## config.mk

```make
export PLATFORM = sky130hd
export DESIGN_NAME = vga_frame_rd_sched
export DESIGN_NICKNAME = d
export VERILOG_FILES = /design/src/rtl/vga_pkg.sv /design/src/rtl/vga_frame_rd_sched.sv
export SDC_FILE = /design/constraint.sdc
export NUM_CORES = 1
export LEC_CHECK = 0
export BUFFER_PORTS_ARGS = -buffer_cell sky130_fd_sc_hd__buf_2
export CORE_MARGIN = 5
export CORE_UTILIZATION = 54
export DETAILED_ROUTE_END_ITERATION = 10
export GPL_ROUTABILITY_DRIVEN = 0
export PLACE_DENSITY = 0.77
export SLEW_MARGIN = 0
export SYNTH_ARGS = -nofsm -noshare
export SYNTH_HDL_FRONTEND = slang
export SYNTH_SLANG_ARGS = --single-unit
```

## constraint.sdc

```tcl
create_clock -name vga_clk -period 5 [get_ports vga_clk]
set_input_delay 0.75 -clock vga_clk [delete_from_list [all_inputs] [get_ports vga_clk]]
set_output_delay 0.75 -clock vga_clk [all_outputs]
set_load 0.01 [all_outputs]
```

## src/rtl/vga_pkg.sv

```systemverilog
// Shared VGA display constants and frame-read scheduler state encoding.
// Latency: none (declarations only).
// Backpressure: n/a. Contents: active-area timing constants, frame size in
// words, scheduler state enum. The VGA timing generator uses the same constants.
package vga_pkg;

  localparam int H_ACTIVE    = 640;
  localparam int V_ACTIVE    = 480;
  localparam int FRAME_WORDS = H_ACTIVE * V_ACTIVE;

  // Word counter width; must hold FRAME_WORDS.
  localparam int WORDS_W     = 19;

  typedef enum logic [2:0] {
    ST_IDLE      = 3'd0,
    ST_FLUSH     = 3'd1,
    ST_WAIT_ROOM = 3'd2,
    ST_REQ       = 3'd3,
    ST_XFER      = 3'd4,
    ST_DONE      = 3'd5
  } rd_state_e;

endpackage

```

## src/rtl/vga_frame_rd_sched.sv

```systemverilog
// DDR3 read-burst scheduler filling the VGA pixel FIFO from a double-buffered frame.
// Latency: frame_start -> fifo_clr 1 cycle, earliest rd_req 3 cycles; all outputs registered.
// Backpressure: holds rd_req/rd_addr/rd_len until rd_ack; no new burst until FIFO has a burst of room.
// Ports: vga_clk/sys_rst (sync, active-high); frame_start/frame_sel from timing;
//   fifo_wr_cnt/fifo_empty/pix_data_req from FIFO side; fifo_clr flush pulse;
//   rd_req/rd_addr/rd_len/rd_ack/rd_done arbiter handshake; busy and sticky underflow status.
module vga_frame_rd_sched #(
  parameter int                H_ACTIVE   = vga_pkg::H_ACTIVE,
  parameter int                V_ACTIVE   = vga_pkg::V_ACTIVE,
  parameter int                BURST_LEN  = 64,
  parameter int                FIFO_DEPTH = 1024,
  parameter int                ADDR_W     = 28,
  parameter logic [ADDR_W-1:0] BASE0      = '0,
  parameter logic [ADDR_W-1:0] BASE1      = ADDR_W'(32'h0008_0000)
) (
  input  logic              vga_clk,
  input  logic              sys_rst,
  input  logic              frame_start,
  input  logic              frame_sel,
  input  logic [10:0]       fifo_wr_cnt,
  input  logic              fifo_empty,
  input  logic              pix_data_req,
  output logic              fifo_clr,
  output logic              rd_req,
  output logic [ADDR_W-1:0] rd_addr,
  output logic [7:0]        rd_len,
  input  logic              rd_ack,
  input  logic              rd_done,
  output logic              busy,
  output logic              underflow
);
  import vga_pkg::*;

  localparam logic [WORDS_W-1:0] FRAME_W  = WORDS_W'(H_ACTIVE * V_ACTIVE);
  localparam logic [WORDS_W-1:0] BURST_W  = WORDS_W'(BURST_LEN);
  localparam logic [10:0]        ROOM_LVL = 11'(FIFO_DEPTH - BURST_LEN);

  rd_state_e           state, state_nxt;
  logic [WORDS_W-1:0]  words_left, left_nxt;
  logic [ADDR_W-1:0]   addr_nxt;
  logic [7:0]          len_nxt;
  logic                req_nxt;
  // A frame_start that lands while a burst is on the bus is remembered here
  // and acted on once that burst completes.
  logic                restart_pend, pend_nxt;
  logic                pend_sel, psel_nxt;

  function automatic logic [ADDR_W-1:0] base_of(input logic sel);
    return sel ? BASE1 : BASE0;
  endfunction

  always_comb begin
    state_nxt = state;
    addr_nxt  = rd_addr;
    len_nxt   = rd_len;
    req_nxt   = rd_req;
    left_nxt  = words_left;
    pend_nxt  = restart_pend;
    psel_nxt  = pend_sel;
    case (state)
      ST_IDLE, ST_DONE: begin
        if (frame_start) begin
          state_nxt = ST_FLUSH;
          addr_nxt  = base_of(frame_sel);
          left_nxt  = FRAME_W;
        end
      end
      ST_FLUSH: begin
        // frame_start here is deliberately ignored: the flush is already happening.
        state_nxt = ST_WAIT_ROOM;
      end
      ST_WAIT_ROOM: begin
        if (frame_start) begin
          state_nxt = ST_FLUSH;
          addr_nxt  = base_of(frame_sel);
          left_nxt  = FRAME_W;
        end else if (fifo_wr_cnt <= ROOM_LVL) begin
          state_nxt = ST_REQ;
          req_nxt   = 1'b1;
          // Last burst of a frame carries the remainder.
          len_nxt   = (words_left < BURST_W) ? words_left[7:0] : BURST_W[7:0];
        end
      end
      ST_REQ: begin
        if (rd_ack) begin
          // Arbiter already captured the burst, so ack beats a same-cycle restart.
          req_nxt   = 1'b0;
          state_nxt = ST_XFER;
          if (frame_start) begin
            pend_nxt = 1'b1;
            psel_nxt = frame_sel;
          end
        end else if (frame_start) begin
          req_nxt   = 1'b0;
          state_nxt = ST_FLUSH;
          addr_nxt  = base_of(frame_sel);
          left_nxt  = FRAME_W;
        end
      end
      ST_XFER: begin
        if (frame_start) begin
          pend_nxt = 1'b1;
          psel_nxt = frame_sel;
        end
        if (rd_done) begin
          if (restart_pend || frame_start) begin
            state_nxt = ST_FLUSH;
            addr_nxt  = base_of(frame_start ? frame_sel : pend_sel);
            left_nxt  = FRAME_W;
            pend_nxt  = 1'b0;
          end else begin
            addr_nxt  = rd_addr + ADDR_W'(rd_len);
            left_nxt  = words_left - WORDS_W'(rd_len);
            state_nxt = (words_left == WORDS_W'(rd_len)) ? ST_DONE : ST_WAIT_ROOM;
          end
        end
      end
      default: state_nxt = ST_IDLE;
    endcase
  end

  always_ff @(posedge vga_clk) begin
    if (sys_rst) begin
      state        <= ST_IDLE;
      rd_req       <= 1'b0;
      rd_addr      <= '0;
      rd_len       <= '0;
      fifo_clr     <= 1'b0;
      busy         <= 1'b0;
      underflow    <= 1'b0;
      words_left   <= '0;
      restart_pend <= 1'b0;
      pend_sel     <= 1'b0;
    end else begin
      state        <= state_nxt;
      rd_req       <= req_nxt;
      rd_addr      <= addr_nxt;
      rd_len       <= len_nxt;
      words_left   <= left_nxt;
      restart_pend <= pend_nxt;
      pend_sel     <= psel_nxt;
      fifo_clr     <= (state_nxt == ST_FLUSH);
      busy         <= (state_nxt != ST_IDLE) && (state_nxt != ST_DONE);
      // Clear wins over a same-cycle underflow: the FIFO is being flushed anyway.
      if (state == ST_FLUSH)
        underflow <= 1'b0;
      else if (pix_data_req && fifo_empty)
        underflow <= 1'b1;
    end
  end

endmodule

```

# Word-level counts from Yosys, hierarchy flattened
# Index checks and enable logic that the tools add are counted.
dict set report word_totals {
  wordCells 78
  register_bits 64
  output_inout_bits 40
  input_bits 19
}
dict set report op_classes {
  addsub 2
  eq_ne 14
  bitwise 1
  reduce_logical 15
  n_mux 34
  order_cmp 2
}
# operator count
set ops {}
lappend ops {{$mux W28} 4}
lappend ops {{$pmux W28 S3} 1}
lappend ops {{$mux W19} 4}
lappend ops {{$pmux W19 S3} 1}
lappend ops {{$mux W20} 2}
lappend ops {{$add A28 B8 Y28} 1}
lappend ops {{$mux W3} 7}
lappend ops {{$eq A19 B8 Y1} 1}
lappend ops {{$lt A19 B7 Y1 const B} 1}
lappend ops {{$sub A19 B8 Y19} 1}
lappend ops {{$pmux W3 S5} 1}
lappend ops {{$le A11 B10 Y1 const B} 1}
lappend ops {{$mux W1} 10}
lappend ops {{$ne A2 B2 Y1 const B} 5}
lappend ops {{$mux W8} 1}
lappend ops {{$eq A3 B1 Y1 const B} 2}
lappend ops {{$eq A3 B2 Y1 const B} 2}
lappend ops {{$eq A3 B3 Y1 const B} 2}
lappend ops {{$ne A3 B3 Y1 const B} 2}
lappend ops {{$pmux W1 S2} 3}
lappend ops {{$reduce_and A3 Y1} 2}
lappend ops {{$reduce_bool A3 Y1} 2}
lappend ops {{$reduce_and A4 Y1} 1}
lappend ops {{$reduce_bool A2 Y1} 2}
lappend ops {{other kinds (7)} 9}

# Depth between registers and ports, before layout
dict set report depth {
  depth_word 7
  depth_mapped 10
  mapped_depth_nobuf 10
}

# Worst setup path before layout
# No wires, ideal clock.
dict set report synth_timing {
  path_type {input to register}
  from {input port frame_start}
  to {register rd_addr[27]}
  setup_slack_ps 2577
  n_path_buf 1
  stages 7
  arrival_time_ps 2352
  setup_time_ps 71
  path_cell_list {buf_2 -> nor2b_1 -> a21boi_2 -> o21ai_1 -> a21o_1 -> or4_1 -> a21oi_1}
}
dict set report synth_between {
  elab_chain_len 4
}
# element line_no
set synth_rtl {}
lappend synth_rtl {{start: declaration} vga_frame_rd_sched.sv:18} ;# input logic frame_start,
lappend synth_rtl {{$logic_or A1 B1 Y1} vga_frame_rd_sched.sv:106} ;# if (restart_pend || frame_start) begin
lappend synth_rtl {{$mux W28} vga_frame_rd_sched.sv:106}
lappend synth_rtl {{$mux W28} vga_frame_rd_sched.sv:105} ;# if (rd_done) begin
lappend synth_rtl {{$pmux W28 S3 *} vga_frame_rd_sched.sv:60} ;# case (state)
lappend synth_rtl {{end signal: assignment} vga_frame_rd_sched.sv:137} ;# rd_addr <= addr_nxt;
lappend synth_rtl {{end: declaration} vga_frame_rd_sched.sv:25} ;# output logic [ADDR_W-1:0] rd_addr,
# Every way passes the cells marked *; elsewhere a longest branch is shown, timed or not. The select of a mux whose other input is x is not followed.
# A chain may end at the register's enable or synchronous reset.

# Final worst setup path
dict set report layout_timing {
  from {register state[2]}
  to {register rd_addr[22]}
}
dict set report layout_between {
  elab_chain_len 4
}
# element line_no
set layout_rtl {}
lappend layout_rtl {{start: declaration} vga_frame_rd_sched.sv:38} ;# rd_state_e state, state_nxt;
lappend layout_rtl {{start signal: assignment} vga_frame_rd_sched.sv:135} ;# state <= state_nxt;
lappend layout_rtl {{$eq A3 B2 Y1 (tied with other cells)} vga_frame_rd_sched.sv:60}
lappend layout_rtl {{$reduce_or A3 Y1 (no line)} -}
lappend layout_rtl {{$reduce_bool A3 Y1 (no line)} -}
lappend layout_rtl {{$reduce_and A3 Y1 (no line)} -}
# Parallel ways exist; a longest one is shown, timed or not.

==> results.json <==
{
  "layout_commonest_cell": "dfxtp_1",
  "cts_buffers": 9,
  "portBuffers": 58,
  "fin_crit_ns": 3.01,
  "hp-class": "flop to flop",
  "grt_max_degree": 35,
  "grt_setup_unrepaired": "no",
  "postCtsHoldBufs": 0,
  "clk-insertion-delay-late_ns": 0.35,
  "mostFrequentLayoutCells": "64 x dfxtp_1, 58 x nor2_1, 58 x buf_2",
  "layout.nets": 518,
  "grt_pass1_vias": 3108,
  "syn2layout_area_growth_pct": 13.9,
  "initial_core_util_pct": 56.0,
  "hold_viol": 0,
  "cp-start-kind": "flop",
  "core-area_um2": 6390,
  "cts_resized": 0,
  "seq_area_frac_synth_pct": 35.8,
  "ir_worst_vdd_v": 0.000142,
  "synth_top_area_share_pct": 35.8,
  "grt_use_total_pct": 20.0,
  "ys_warn_count": 0,
  "synth_area_leaders": "dfxtp_1 36%, nor2_1 6.1%, ha_1 5.6%",
  "clockBufferDepth": 2,
  "status": "finished clean",
  "chipHeight_um": 91.4,
  "worstPathArrival_ns": 3.30,
  "cts_tree": "yes",
  "synth_top_area_cell": "dfxtp_1",
  "placementRows": 29,
  "clock.fmax_ghz": 0.332,
  "grt_pass1_wl_um": 14100,
  "worstPathMaxFanout": 27,
  "synth_edf_count": 0,
  "dp.final_hpwl_um": 6110,
  "drive_above_1_share_pct": 18.1,
  "crit_path_top_delay_cell": "nand2b_1",
  "gr-total-overflow": 0,
  "antenna_found_initial": 0,
  "cts-root-buf": "clkbuf_8",
  "via_per_inst": 5.87,
  "htreeDepth": 3,
  "end_kind": "flop",
  "synth.net_count": 464,
  "maxCapViolCount": 0,
  "drtPass1Iterations": 5,
  "synthFlopType": "dfxtp_1",
  "drc": 0,
  "power_leakage_nw": 1.59,
  "final_util_pct": 63.8,
  "routedWlPerCell_um": 14.8,
  "first_iter_violations": 149,
  "cts.sinks": 64,
  "num_io_pins": 59,
  "synthArstFlopShare_pct": 0,
  "critPathRequiredTime_ns": 5.29,
  "antenna_cells": 0,
  "ys_ff_latch": 64,
  "die-area_um2": 8350,
  "tightestPinTransition_ns": 1.17,
  "crit_path_max_incr_delay_ns": 0.63,
  "die_w_um": 91.4,
  "finClkSkew_ns": 0.0137,
  "cellPowerDensity_nw_per_um2": 255,
  "vias": 3306,
  "netlist_area_um2": 3580,
  "path_cells": "nor3b_1, nand2_1, o21ai_0, nand2b_1, nor4_1, a21o_1",
  "routed_wl_um": 8360,
  "syn_avg_cell_area_um2": 8.38,
  "setup_viol": 0,
  "clk_pin_slew_worst_paths_ns": 0.07,
  "ys_types": 58,
  "post-cts-setup-buffer-count": 0,
  "syn_inst": 427,
  "fin_crit_sh_pct": 60.2,
  "worstSetupPathType": "flop to flop",
  "fin_setup_tns_ns": 0,
  "ant_nets": 0,
  "slew_viol_final": 0,
  "relSlewSlack_pct": 21.7
}
[cells in the mapped netlist (7+ instances only)]
library cell   n
a211oi_1      13
a21oi_1       33
clkbuf_1      10
dfxtp_1       64
ha_1          16
inv_1         25
nand2_1       13
nand3_1        8
nor2_1        58
nor2b_1        8
nor3_1        12
nor4_1        13
o21a_1         7
o21ai_0       25
or3_1          9
xnor2_1       22
[worst max-delay path: cells and delay by family, from the launching register on]
family / cells / cell delay, ns
DFF: 1 / 0.51
AOI/OAI and AO/OA: 2 / 0.46
and+or+nand+nor: 4 / 2.00
[layout make-up]
type                            count  area, um2
Multi-Input combinational cell    323       2140
Clock buffer                        9        124
Timing Repair Buffer               58        290
Fill cell                         577       2310
Inverter                           25       93.8
Clock inverter                      7       47.5
Tap cell                           77       96.3
Sequential cell                    64       1280
[metrics by stage]
| stage | hold slack (ns) | instances | power [mW] | cell area (um2) | worst slack, ns |
|---|---|---|---|---|---|
| after CTS | 0.454 | 563 | 1.04 | 4080 | 2.03 |
| after global routing | 0.502 | 563 | 1.09 | 4080 | 1.50 |
| after detailed placement | 0.435 | 547 | 0.656 | 3900 | 2.02 |
| final | 0.452 | 563 | 1.04 | 4080 | 1.99 |
| after floorplan | 0.445 | 427 | 0.624 | 3580 | 2.58 |
| after global placement | 0.436 | 547 | 0.654 | 3900 | 2.06 |
[flip-flops by register name, summed over array words and instances (netlist names)]
signal	flops
busy	1
fifo_clr	1
pend_sel	1
rd_addr	28
rd_len	8
rd_req	1
restart_pend	1
state	3
underflow	1
words_left	19
[power breakdown]
group	total, mW	switching [mW]	internal, mW
combinational	0.109	0.0700	0.0394
clock	0.394	0.215	0.179
sequential	0.536	0.0138	0.522
total	1.04	0.299	0.741
[layer usage]
metal  vias to the layer above  GRT usage [%]  routed length [um]
li1                       1655              -                   -
met1                      1525           25.3                3750
met2                       105           32.7                3900
met3                        21           5.62                 528
met4                         0           6.97                 178
met5                         -              0                   0
[cell families after synthesis]
group                    count (synthesis)  synth area share, %
AND/OR/NAND/NOR                        157                 23.7
AO/OA/AOI/OAI                          119                 22.3
flip-flops                              64                 35.8
buffers and inverters                   40                 4.30
XOR/XNOR                                27                 6.61
adder cells (fa/ha/maj)                 18                 6.72
multiplexers                             2                0.560
[final timing paths]
check / from / end / slack [ns] / cells past startpoint
setup / recovery: state[2]$_SDFF_PP0_ / rd_addr[22]$_SDFFE_PP0P_ / 1.99 / 6
hold / removal: rd_req$_SDFFE_PP0P_ / rd_req$_SDFFE_PP0P_ / 0.45 / 2
setup reg to reg: state[2]$_SDFF_PP0_ / rd_addr[22]$_SDFFE_PP0P_ / 1.99 / 6
hold reg to reg: rd_req$_SDFFE_PP0P_ / rd_req$_SDFFE_PP0P_ / 0.45 / 2
Power figures use the tool's default switching activity.
